$ cat src/rtl/ln_arg_reduce.sv
// Range-reduction front end for the ln(1+t) series pipeline: splits an IEEE-754 single into exponent, class and t = m - 1.
// Optional LN_SQRT2_FOLD_EN folds mantissas >= sqrt(2) into negative t to keep |t| <= 0.415.
module ln_arg_reduce #(
   parameter int PIPE_LAT = 63
) (
   input  logic        clk,
   input  logic        rst,
   input  logic        in_valid,
   input  logic [31:0] in_x,
   output logic [31:0] t_out,
   output logic        t_valid,
   output logic        tag_valid,
   output logic [8:0]  tag_exp,
   output logic [2:0]  tag_class
);

   localparam logic [2:0] CLS_NORMAL = 3'd0;
   localparam logic [2:0] CLS_ZERO   = 3'd1;
   localparam logic [2:0] CLS_NEG    = 3'd2;
   localparam logic [2:0] CLS_PINF   = 3'd3;
   localparam logic [2:0] CLS_NAN    = 3'd4;

   logic        x_sign;
   logic [7:0]  x_exp;
   logic [22:0] x_frac;
   logic [2:0]  cls_next;
   logic        fold_next;
   logic [8:0]  exp_next;
   logic [23:0] mag_next;

   logic        s1_valid;
   logic [2:0]  s1_class;
   logic        s1_fold;
   logic [8:0]  s1_exp;
   logic [23:0] s1_mag;

   logic [4:0]  lead;
   logic [22:0] norm;
   logic [7:0]  t_exp_field;
   logic [31:0] t_next;

   logic [8:0]  s2_exp;
   logic [2:0]  s2_class;

   logic [12:0] tag_pipe [PIPE_LAT];

   assign x_sign = in_x[31];
   assign x_exp  = in_x[30:23];
   assign x_frac = in_x[22:0];

   always_comb begin
      cls_next  = CLS_NORMAL;
      fold_next = 1'b0;
      exp_next  = 9'd0;
      mag_next  = 24'd0;
      if (x_exp == 8'hFF && x_frac != 23'd0) cls_next = CLS_NAN;
      else if (x_exp == 8'd0)                cls_next = CLS_ZERO;
      else if (x_sign)                       cls_next = CLS_NEG;
      else if (x_exp == 8'hFF)               cls_next = CLS_PINF;
      else                                   cls_next = CLS_NORMAL;
      if (cls_next == CLS_NORMAL) begin
`ifdef LN_SQRT2_FOLD_EN
         fold_next = (x_frac >= 23'h3504F3);
`endif
         if (fold_next) begin
            // m >= sqrt(2): represent m/2 instead, t = -(2^23 - F) * 2^-24
            exp_next = {1'b0, x_exp} - 9'd126;
            mag_next = 24'h800000 - {1'b0, x_frac};
         end else begin
            exp_next = {1'b0, x_exp} - 9'd127;
            mag_next = {1'b0, x_frac};
         end
      end
   end

   always_ff @(posedge clk) begin
      if (rst) begin
         s1_valid <= 1'b0;
         s1_class <= 3'd0;
         s1_fold  <= 1'b0;
         s1_exp   <= 9'd0;
         s1_mag   <= 24'd0;
      end else begin
         s1_valid <= in_valid;
         s1_class <= cls_next;
         s1_fold  <= fold_next;
         s1_exp   <= exp_next;
         s1_mag   <= mag_next;
      end
   end

   always_comb begin
      lead = 5'd0;
      for (int i = 0; i < 24; i++) begin
         if (s1_mag[i]) lead = i[4:0];
      end
      norm        = 23'(s1_mag << (5'd23 - lead));
      t_exp_field = (s1_fold ? 8'd103 : 8'd104) + {3'b000, lead};
      t_next      = (s1_mag == 24'd0) ? 32'h0000_0000 : {s1_fold, t_exp_field, norm};
   end

   always_ff @(posedge clk) begin
      if (rst) begin
         t_out    <= 32'd0;
         t_valid  <= 1'b0;
         s2_exp   <= 9'd0;
         s2_class <= 3'd0;
      end else begin
         t_out    <= t_next;
         t_valid  <= s1_valid;
         s2_exp   <= s1_exp;
         s2_class <= s1_class;
      end
   end

   // Delay line matches the series pipeline latency so tags land with the result.
   always_ff @(posedge clk) begin
      if (rst) begin
         for (int i = 0; i < PIPE_LAT; i++) tag_pipe[i] <= 13'd0;
      end else begin
         tag_pipe[0] <= {t_valid, s2_exp, s2_class};
         for (int i = 1; i < PIPE_LAT; i++) tag_pipe[i] <= tag_pipe[i-1];
      end
   end

   assign tag_valid = tag_pipe[PIPE_LAT-1][12];
   assign tag_exp   = tag_pipe[PIPE_LAT-1][11:3];
   assign tag_class = tag_pipe[PIPE_LAT-1][2:0];

endmodule
$ cat config.mk
export PLATFORM = sky130hd
export DESIGN_NAME = ln_arg_reduce
export DESIGN_NICKNAME = d
export VERILOG_FILES = /design/src/rtl/ln_arg_reduce.sv
export SDC_FILE = /design/constraint.sdc
export NUM_CORES = 1
export LEC_CHECK = 0
export ABC_AREA = 1
export CAP_MARGIN = 20
export CORE_UTILIZATION = 65
export CTS_BUF_LIST = sky130_fd_sc_hd__clkbuf_8
export DETAILED_ROUTE_END_ITERATION = 12
export DONT_BUFFER_PORTS = 1
export PLACE_DENSITY = 0.81
export SLEW_MARGIN = 15
export SYNTH_ARGS = -nofsm -noshare
export SYNTH_HDL_FRONTEND = slang
export SYNTH_SLANG_ARGS = --single-unit
export TNS_END_PERCENT = 30
$ cat constraint.sdc
create_clock -name clk -period 3.05 [get_ports clk]
set_clock_uncertainty 0.05 [all_clocks]
set_input_delay 0.7625 -clock clk [delete_from_list [all_inputs] [get_ports clk]]
set_output_delay 0.7625 -clock clk [all_outputs]
set_load 0.05 [all_outputs]
==> results, run 1 <==
- The flop and latch count out of synthesis is 898.
- Buffers inserted during clock tree synthesis total 131.
- The run finished, with violations left.
- The dominant delay contributor by cell family on the critical path is simple AND/OR/NAND/NOR gates.
- The total of warnings raised by yosys is 0.
- For the pin with the worst max-slew slack, the measured transition is 1.82 ns.
- The detail route stage leaves a number of antenna-violating nets equal to 0.
- After detailed routing, the number of remaining DRC violations is 0.
- The first-pass GRT wire length is 65.9 mm.
- The fraction of final layout cells sized beyond drive strength 1 is 0.0661.
- The number of clock sinks seen by CTS is 898.
- In the final timing run, aggregate negative setup slack is 0 ns.
- The total vias in the final route is 16.3k.
- The signed area change from the synthesized netlist to the final layout is 10.6%.
- The total routing usage reported by global routing is 0.192.
- The count of max-cap constraint violations is 0.
- The largest single stage delay on the critical path is 0.31 ns.
- The floorplan has 73 rows.
- The share of synthesized area in the top cell type comes to 0.674.
- Setup repair after global routing left no endpoint under its margin.
- The most common cell in the synthesized netlist is inv_1.
- By area the synthesized netlist is led by dfxtp_1 67%, inv_1 13%, nor2_1 13%, nand3_1 2.0%, nand2_1 1.7%.
- The predominant post-synthesis flop cell is dfxtp_1.
- For this design the ratio of total power to cell area is 749 mW/mm^2.
- The post-synthesis net count is 3148.
- Across the VDD grid, the largest voltage drop is 0.000595 V.
- The final period demand of the worst path is 2.64 ns.
- The max-slew headroom at the worst pin is -0.214.
- The post-synthesis cell type with the largest combined area is dfxtp_1.
- The capturing element type of the critical path is a flip-flop.
- The total number of H-tree levels is 4.
- Using the TritonRoute via totals, the vias-per-cell ratio works out to 4.34.
- The achievable clock frequency is 379 MHz.
- Detailed placement finished with a half-perimeter wire length of 21.3 mm.
- In this run, the number of DRC markers left after iteration 0 of detailed routing was 886.
- The synthesized area divided by synthesized cell count is 8.57 sq um.
- The region available for standard cell placement spans 0.0401 sq mm.
- The total placed instance area is 0.0268 sq mm.
- The clock root buffer is clkbuf_8.
- After clock tree synthesis, the clock-pin slew on the worst setup and hold paths is 0.06 ns.
- The cell with the biggest individual delay on the critical path is dfxtp_1.
- The maximum clock path buffer count is 3.
- The post-synthesis cell area is 0.0267 sq mm.
- Routability-driven placement finished with a final weighted congestion of 0.806.
- The overall power consumption is 22.1 mW.
- The number of global-route vias before repair is 15.7k.
- The worst endpoint required time is 3.55 ns.
- The synthesized netlist contains 31 unique library cells.
- The critical path data arrival time is 3.14 ns.
- The area used by multi-input combinational logic is 0.00474 sq mm.
- Counting stages on the worst path, the most repeated cell is nand2_1.
- The quantity of hold-fixing buffers added after cts is 0.
- The average wire per cell in the routed design is 10.3 microns.
- The clock tree from TritonCTS is done.
- The register area share after synthesis is 0.674.
- Sorting the synthesized cells by how often they occur yields 904 x inv_1, 899 x nor2_1, 898 x dfxtp_1, 121 x nand2_1, 107 x nand3_1.
- The cell count after synthesis came out at 3110.
- The total count of max-transition violations in the final report came to 259.
- The final worst-path cycle share is 0.865.
- The internal reg-to-reg setup slack is 0.41 ns.
- The share of synthesized registers carrying an async set or reset is 0.
- The overall routed net length is 38.5 mm.
- The fill cell total of the finished layout is 2764.
- Once layout is done, the placed cells without fillers occupy 0.0295 sq mm.
- In this run the static leakage power is 12.0 nW.
- The worst setup path is launched from a flip-flop.
- After global routing the overflow that remains totals 0.
- The sum of buffers and inverters on the critical path is 1.
- The number of flops mapped to enable cells by yosys is 0.
- The worst setup path category is reg2reg.
- The number of antenna diodes in the final layout is 0.
- The first detailed-routing pass ran for 5 iterations.
- The clock reaches the later pin of the worst-skew pair after 0.68 ns.
- The floorplan step defined a die boundary enclosing 0.0418 sq mm.
- The number of hold violations in the final report came to 0.
- In this run the vertical extent of the chip is 205 microns.
- The net count reported at finish is 3163.
- The number of buffer cells added on primary ports is 0.
- The maximum number of pins on one net before global-route repair is 838.
- The initial antenna violation count came to 0.
- Once the clock tree was built, the resizer swapped 0 gates to a different size.
- From left edge to right edge, the die measures 205 microns.
- The peak fanout along the critical path is 23.
- The post-CTS setup buffer count is 0.
- The area used by sequential logic in the layout is 0.0180 sq mm.
- Setup violations remaining at the end of the flow were counted as 0.
- The worst hold path belongs to the class in2reg.
- The top-level port count is 81.
- The checks that failed: max-slew violations.
- For this configuration, the core starts out at a cell density of 0.665.
-- layout make-up --
| cell class | instances | area share |
|---|---|---|
| clock buffer | 160 | 0.0746 |
| clock inverter | 70 | 0.0160 |
| inverter | 905 | 0.115 |
| multi-input combinational | 1181 | 0.161 |
| sequential | 898 | 0.609 |
| tap | 525 | 0.0223 |
| timing repair buffer | 8 | 0.00204 |
-- sequential cells by signal (all words and copies together), names as in the netlist --
register,flops
s2_exp,9
s1_valid,1
t_out,30
t_valid,1
s1_class,3
tag_pipe,819
s1_exp,9
s2_class,3
s1_mag,23
-- final timing paths --
check                        from              to  cells past startpoint
hold / removal           in_x[23]       s1_exp[0]                      1
setup / recovery        s1_mag[2]       t_out[20]                     28
hold reg to reg   tag_pipe[2][41]  tag_pipe[3][2]                      2
setup reg to reg        s1_mag[2]       t_out[20]                     28
-- where the power goes --
group	leakage, nW	switching (mW)	internal [mW]	total, mW
clock network	1.52	4.28	5.14	9.41
registers	7.24	0.250	11.8	12.1
logic	3.23	0.430	0.178	0.608
-- placed cells by master (no fill, tap or decap), types with 7 or more instances in the layout --
cell type / Yosys / layout
inv_1: 904 / 942
dfxtp_1: 898 / 898
nand4_1: 7 / 7
nor3_1: 7 / 7
buf_4: 15 / 8
nand3_1: 107 / 107
clkbuf_8: 0 / 160
nand2_1: 121 / 121
clkinv_2: 0 / 14
nor2_1: 899 / 899
-- cells by family after synthesis --
| logic type | count (synthesis) | synth area share |
|---|---|---|
| and+or+nand+nor | 1155 | 0.171 |
| buffers and inverters | 1031 | 0.148 |
| DFF | 898 | 0.674 |
| AOI/OAI and AO/OA | 20 | 0.00441 |
| adders and majority gates | 3 | 0.00141 |
| xor gates and xnor gates | 2 | 0.000657 |
| other | 1 | 0.000141 |
-- metrics by stage --
stage          utilization  setup WS (ns)  std cells  hold slack, ns
2_1_floorplan            -          0.624       3110           0.338
3_3_place_gp         0.669          0.310       3517           0.338
3_5_place_dp         0.669          0.260       3517           0.342
4_1_cts              0.736          0.317       3747          0.0422
5_1_grt              0.736         0.0149       3747          0.0423
6_report             0.736          0.412       3747           0.111
-- per-layer routing --
layer,up-vias,global-route usage,share of wire
met1,7328,0.220,0.45
met4,0,0.0744,0.021
met2,241,0.339,0.49
li1,8612,-,-
met5,-,0.00238,0
met3,74,0.0501,0.042
Note: power is estimated with default switching activity, not from simulation.
==> run 2: changes to the inputs <==
--- a/config.mk
+++ b/config.mk
@@ -7,11 +7,13 @@
 export LEC_CHECK = 0
 export ABC_AREA = 1
 export CAP_MARGIN = 20
-export CORE_UTILIZATION = 65
+export CELL_PAD_IN_SITES_DETAIL_PLACEMENT = 1
+export CELL_PAD_IN_SITES_GLOBAL_PLACEMENT = 1
+export CORE_UTILIZATION = 50
 export CTS_BUF_LIST = sky130_fd_sc_hd__clkbuf_8
 export DETAILED_ROUTE_END_ITERATION = 12
 export DONT_BUFFER_PORTS = 1
-export PLACE_DENSITY = 0.81
+export PLACE_DENSITY_LB_ADDON = 0.1
 export SLEW_MARGIN = 15
 export SYNTH_ARGS = -nofsm -noshare
 export SYNTH_HDL_FRONTEND = slang
==> constraint.sdc (replaced) <==
create_clock -name clk -period 2.9 [get_ports clk]
set_clock_uncertainty 0.05 [all_clocks]
set_input_delay 0.725 -clock clk [delete_from_list [all_inputs] [get_ports clk]]
set_output_delay 0.725 -clock clk [all_outputs]
set_load 0.05 [all_outputs]
==> run 2 against run 1 <==
The run still ends with max-slew violations left. Critical path depth fell by 1. Combinational power increased by 16%. First-iteration DRC count decreased by 29%. Sequential cell count unchanged. Clock power grew 9%. Global-route usage is 2.4 points lower. Die area increased by 30%. Sequential power increased by 5%. Final area up 2.1%. Via count increased by 3.9%. Largest power group unchanged. Highest routed layer unchanged.
==> results, run 2 (same netlist as run 1, synthesis figures left out) <==
- The weighted congestion reported at the end of routability-driven placement is 0.779.
- The layout has 6250 filler cells.
- The site row count is 84.
- The multi-input combinational cells in the finished layout cover a total of 0.00477 sq mm.
- Entering global routing, the biggest net connects 734 pins.
- The post-CTS setup buffer count is 0.
- IR analysis of the VDD net gives a maximum drop of 0.000476 V.
- The final layout contains 3194 nets.
- The overall power consumption is 23.7 mW.
- The largest registers in the layout are tag_pipe: 819 flops, t_out: 30 flops, s1_mag: 23 flops.
- The smallest clock period supported by the final layout is computed as 2.54 ns.
- The worst-skew pair later-pin latency is 0.75 ns.
- The worst pin sits at a relative slew slack of -0.843.
- The HPWL after detailed placement is 24.4 mm.
- The ratio of total power to cell area is 788 mW/mm^2.
- The tree is rooted in a clkbuf_8.
- The leakage power summed over all cells is 12.2 nW.
- The overall routed net length is 43.4 mm.
- The initial detailed-routing violation count is 628.
- Compared with the post-synthesis result, the final layout area differs by 13.0%.
- The worst setup path category is reg2reg.
- After detailed routing, the number of vias per cell comes to 4.28.
- The flip-flop count of the largest register, all copies and words added is 819.
- After detailed placement, the design holds a cell count of 3684.
- The overall overflow remaining after global route is 0.
- Clock tree synthesis found a total of 898 sinks.
- The starting density of the core is 0.506.
- The core box area is 0.0527 sq mm.
- Max-cap violations in this run came to 0.
- The initial antenna violation count is 0.
- Dividing the final minimum period by the clock period gives 0.876.
- The number of hold violations in the final report is 0.
- The register with the most flip-flops in the final layout is tag_pipe.
- Leaving out fill and tap cells, the most frequent cell in the layout is inv_1.
- The clock transition at the registers of the reported paths is 0.06 ns.
- The maximum clock path buffer count is 3.
- For the worst setup path, the data arrival time is 3.13 ns.
- The number of buffer cells added on primary ports is 0.
- The final route contains 16.9k vias.
- The die is 233 microns wide.
- The flow ran to the end, but the final reports show violations.
- The number of detailed-routing iterations run before antenna repair is 4.
- The number of global-route vias before repair came to 17.4k.
- Along the worst path, the maximum fanout reaches 13.
- The achievable clock frequency is 393 MHz.
- The average wire per cell in the routed design is 11.0 microns.
- The worst setup path is launched from a flip-flop.
- The first-pass GRT wire length is 74.4 mm.
- The number of buffers created by CTS is 142.
- The total of endpoints with negative setup slack in the final report is 0.
- The total count of max-transition violations in the final report is 523.
- Once detail routing completed, the nets flagged for antenna violations numbered 0.
- Leaving out fill and tap cells, the most frequent cells in the layout are 943 x inv_1, 899 x nor2_1, 898 x dfxtp_1.
- The final reports fail on max-slew violations.
- The total number of H-tree levels is 4.
- Measured along the y axis, the die boundary spans 233 microns.
- Pin placement for this block handled 81 I/O pins.
- For the worst setup path, the data required time is 3.49 ns.
- TritonCTS built the clock tree.
- The number of design rule violations left after detail routing is 0.
- The area used by sequential logic in the layout is 0.0180 sq mm.
- For this run, the number of standard cells in the final layout without fillers is 3948.
- The capturing element type of the critical path is a flip-flop.
- Across every metal layer, demand over resource in global routing totals 0.168.
- The min-delay analysis places its worst path in the category in2reg.
- The area of the die is 0.0543 sq mm.
- In the final layout, the share of cells above drive strength 1 is 0.0724.
- The transition time at the pin with the least slew margin is 2.76 ns.
==> run 2: worst paths after layout <==
path	start	endpoint	slack, ns	cells past startpoint
worst max-delay path	s1_mag[5]	t_out[22]	0.36	27
worst min-delay path	in_x[15]	s1_mag[15]	0.08	2
worst max register to register	s1_mag[5]	t_out[22]	0.36	27
worst min register to register	tag_pipe[0][15]	tag_pipe[0][28]	0.34	2
==> run 2: final cells by class <==
type,instances,area share
Antenna cell,1,0.0000831
Clock buffer,186,0.0850
Clock inverter,61,0.0101
Inverter,905,0.113
Multi-Input combinational cell,1182,0.158
Sequential cell,898,0.597
Tap cell,688,0.0286
Timing Repair Buffer,27,0.00868
==> run 2: worst max-delay path: stages, from the launching register on <==
cell and delay, ns:
dfxtp_1 0.44, inv_1 0.13, nand2_1 0.09, nand2_1 0.05, nand2_1 0.05, nand2_1 0.04, nand2_1 0.05, nand2_1 0.04
nand2_1 0.05, nand2_1 0.05, nand2_1 0.05, nand2_1 0.05, nand2_1 0.05, nand2_1 0.05, nand2_1 0.05, nand2_1 0.05
nand2_1 0.08, nand2_2 0.09, nand2_8 0.14, nand2_8 0.12, nand2_1 0.13, nand3_1 0.10, nand3_1 0.09, nand2_1 0.09
nor2_1 0.09, nand2_1 0.06, nand2_1 0.05, inv_1 0.04
==> run 2: routing by layer <==
metal,global-route usage,vias to the layer above,part of all wire
met1,0.178,7902,0.43
met5,0,-,0
met4,0.0905,0,0.028
li1,-,8686,-
met3,0.0428,95,0.036
met2,0.303,211,0.51
==> run 2: power by group <==
group / internal [mW] / switching (mW)
combinational: 0.218 / 0.489
sequential: 12.4 / 0.254
clock: 5.73 / 4.61
==> run 2: metrics by stage <==
stage	instance area, sq um	hold slack (ns)	setup WS (ns)	util	setup TNS (ns)
3_3_place_gp	27100	0.339	0.253	0.514	0
2_1_floorplan	26700	0.338	0.474	-	0
3_5_place_dp	27100	0.345	0.244	0.514	0
6_report	30100	0.0842	0.358	0.572	0
5_1_grt	30100	0.0317	-0.00100	0.572	-0.00100
4_1_cts	30100	0.00824	0.210	0.571	0
==> run 2: timing repair <==
item / 4_1_cts / 5_1_grt
setup endpoints to repair: 0 / 16
gates resized for setup: 0 / 6
hold buffers: 15 / 0
endpoints found under the hold margin: 119 / 0
==> run 3: changes to the inputs <==
--- a/config.mk
+++ b/config.mk
@@ -7,9 +7,10 @@
 export LEC_CHECK = 0
 export ABC_AREA = 1
 export CAP_MARGIN = 20
-export CELL_PAD_IN_SITES_DETAIL_PLACEMENT = 1
-export CELL_PAD_IN_SITES_GLOBAL_PLACEMENT = 1
-export CORE_UTILIZATION = 50
+export CELL_PAD_IN_SITES_DETAIL_PLACEMENT = 0
+export CELL_PAD_IN_SITES_GLOBAL_PLACEMENT = 2
+export CORE_ASPECT_RATIO = 1.2
+export CORE_UTILIZATION = 40
 export CTS_BUF_LIST = sky130_fd_sc_hd__clkbuf_8
 export DETAILED_ROUTE_END_ITERATION = 12
 export DONT_BUFFER_PORTS = 1
@@ -18,4 +19,3 @@
 export SYNTH_ARGS = -nofsm -noshare
 export SYNTH_HDL_FRONTEND = slang
 export SYNTH_SLANG_ARGS = --single-unit
-export TNS_END_PERCENT = 30
==> run 3 against run 2 <==
The flow finishes with violations (max-slew violations, negative setup slack). Setup slack lost 0.44 ns. Global-route usage decreased by 3.6 points. Critical path depth down 21. Die area increased by 25%. Utilization shrank 10 points. Routed wire length down 2.3%. Register-to-register slack worse by 0.02 ns. Worst hold slack gained 0.022 ns. First-iteration DRC count down 2.1%. Clock power about the same. Critical path type is now in2reg. Critical endpoint is now t_out[0]. Largest power group unchanged.
==> results, run 3 (same netlist as run 1, synthesis figures left out) <==
- The total of endpoints with negative setup slack in the final report is 7.
- The initial detailed-routing violation count is 615.
- The total count of max-transition violations in the final report is 411.
- The flip-flop count of the largest register, all copies and words added is 819.
- After detailed routing, the total wire length is 42.5 mm.
- Row generation in the floorplan step produced 103 rows.
- The fraction of final layout cells sized beyond drive strength 1 is 0.0774.
- The pre-antenna-repair detailed-routing pass consisted of 4 iterations.
- Along the worst path, the maximum fanout reaches 702.
- For the pin with the worst max-slew slack, the measured transition is 2.17 ns.
- The worst-skew pair later-pin latency is 0.74 ns.
- The capturing element type of the critical path is a flip-flop.
- Across the VDD grid, the largest voltage drop is 0.000374 V.
- For this run, the total global-route usage over all layers was measured as 0.132.
- Clock tree synthesis found a total of 898 sinks.
- The first global-routing pass estimated 73.0 mm of wire.
- STA puts the critical path data required time at 3.51 ns.
- For this design the static power due to leakage is 12.5 nW.
- The worst hold path begins at in_x[26].
- In the final routed layout, each cell accounts on average for 10.1 microns.
- From synthesis to final layout, the design area changed by 15.6%.
- In the post-route analysis, the smallest setup slack over all paths is -0.0769 ns.
- The vertical extent of the die is 285 microns.
- The worst setup path is launched from an input port.
- The library cells used most frequently in the layout, excluding fill and tap cells, are 953 x inv_1, 898 x nor2_1, 897 x dfxtp_1.
- The register with the most flip-flops is tag_pipe.
- Across the run, the number of max-cap violations was 0.
- The number of global-route vias before repair was 15.9k.
- Leaving out fill and tap cells, the most frequent cell in the layout is inv_1.
- The maximum clock path buffer count is 3.
- The worst setup path category is in2reg.
- The core region is 0.0659 sq mm.
- Along the worst hold path, the cell count comes to 2.
- The checks that failed: max-slew violations, negative setup slack.
- The total placed instance area is 0.0274 sq mm.
- Using the TritonRoute via totals, the vias-per-cell ratio works out to 3.92.
- The starting density of the core is 0.405.
- The flow ran to the end, but the final reports show violations.
- Of the available clock period, the critical path in the final layout requires 1.03.
- The maximum number of pins on one net before global-route repair is 703.
- At the worst endpoint, the arrival time is 3.58 ns.
- In this run the number of H-tree levels came out at 4.
- The overall power consumption is 23.8 mW.
- Clock-pin slew was measured on the worst setup and hold paths at 0.06 ns.
- The cell area after layout is 0.0308 sq mm.
- For this run, the top clock speed supported by timing is 336 MHz.
- The clock tree from TritonCTS is done.
- In this run the worst hold path is classified as in2reg.
- The setup check on the worst reg-to-reg path leaves a slack of 0.34 ns.
- The largest registers in the layout are tag_pipe: 819 flops, t_out: 30 flops, s1_mag: 23 flops.
- The startpoint identified for the worst register-to-register timing path is s1_mag[2].
- The number of hold violations in the final report is 0.
- The weighted congestion reported at the end of routability-driven placement is 0.743.
- The top-level port count is 81.
- Counting I/O delays and the setup requirement, the final critical path takes 2.98 ns.
- Once detailed placement completed, the half-perimeter wirelength came to 22.9 mm.
- The number of design rule violations left after detail routing is 0.
- The floorplan die width is 238 microns.
- The number of cells on the worst reg-to-reg path is 28.
- Input and output buffers added on the ports amount to 0.
- The cell sitting at the root of the clock tree is a clkbuf_8.
- The net count reported at finish is 3234.
- Summing over every cut layer, the via total after detailed routing is 16.4k.
- The overall overflow remaining after global route is 0.
- The number of nets with antenna violations after detailed routing is 0.
- In this run, CTS created clock tree buffers numbering 141.
- The ratio of total power to cell area is 773 mW/mm^2.
- The endpoint of the worst register-to-register path is t_out[16].
- Measured against its own limit, the worst slew margin works out to -0.443.
- The initial antenna violation count was 1.
- The path with the worst hold slack has its endpoint at s1_exp[3].
- The area of the die is 0.0677 sq mm.
[run 3: how the worst max path moves through the flow]
| stage | startpoint | end | cells after the start |
|---|---|---|---|
| detailed placement | rst | t_out[0] | 6 |
| CTS | s1_mag[22] | t_out[0] | 12 |
| floorplan | s1_mag[22] | t_out[0] | 13 |
| finish | rst | t_out[0] | 6 |
| global route | s1_mag[2] | t_out[22] | 30 |
| global placement | s1_mag[2] | t_out[11] | 29 |
[run 3: metal layers]
| layer | vias to the layer above | GRT usage | wire, microns |
|---|---|---|---|
| met2 | 271 | 0.224 | 19800 |
| met3 | 109 | 0.0450 | 2450 |
| met4 | 0 | 0.0684 | 1450 |
| met5 | - | 0 | 0 |
| li1 | 8759 | - | - |
| met1 | 7266 | 0.145 | 18800 |
[run 3: where the power goes]
group          switching [mW]  leakage [nW]  total [mW]  internal (mW)
combinational           0.585          3.62       0.846          0.261
sequential              0.249          7.24        12.7           12.4
clock                    4.55          1.64        10.3           5.77
[run 3: layout make-up]
type / instances / area, sq um
diodes: 1 / 2.50
clock buffers: 174 / 2390
clock inverters: 68 / 430
fillers: 6609 / 35000
inverters: 905 / 3400
multi-input cells: 1184 / 4870
flip-flops and latches: 898 / 18000
well taps: 892 / 1120
repair buffers: 66 / 641
[run 3: critical path, cell delays in order]
cell and delay [ns]:
a31o_2 0.82, nor2_2 0.16, inv_1 0.09, nor2_2 0.34
inv_1 0.25, nor3_1 0.20
[run 3: per-stage QoR]
| step | utilization | TNS, ns | setup WS, ns | hold slack (ns) | instances |
|---|---|---|---|---|---|
| after floorplan | - | 0 | 0.474 | 0.338 | 3110 |
| after global placement | 0.416 | 0 | 0.153 | 0.339 | 3901 |
| after detailed placement | 0.416 | 0 | 0.175 | 0.342 | 3901 |
| after CTS | 0.465 | 0 | 0.151 | 0.00273 | 4182 |
| after global routing | 0.468 | -0.0391 | -0.0157 | 0.0436 | 4188 |
| final | 0.468 | -0.143 | -0.0769 | 0.106 | 4188 |
[run 3: timing repair]
item,in CTS,in global routing
endpoints found under the setup margin,0,21
hold buffers,39,0
hold endpoints to repair,174,0
buffers inserted,0,1
resized for setup,0,25
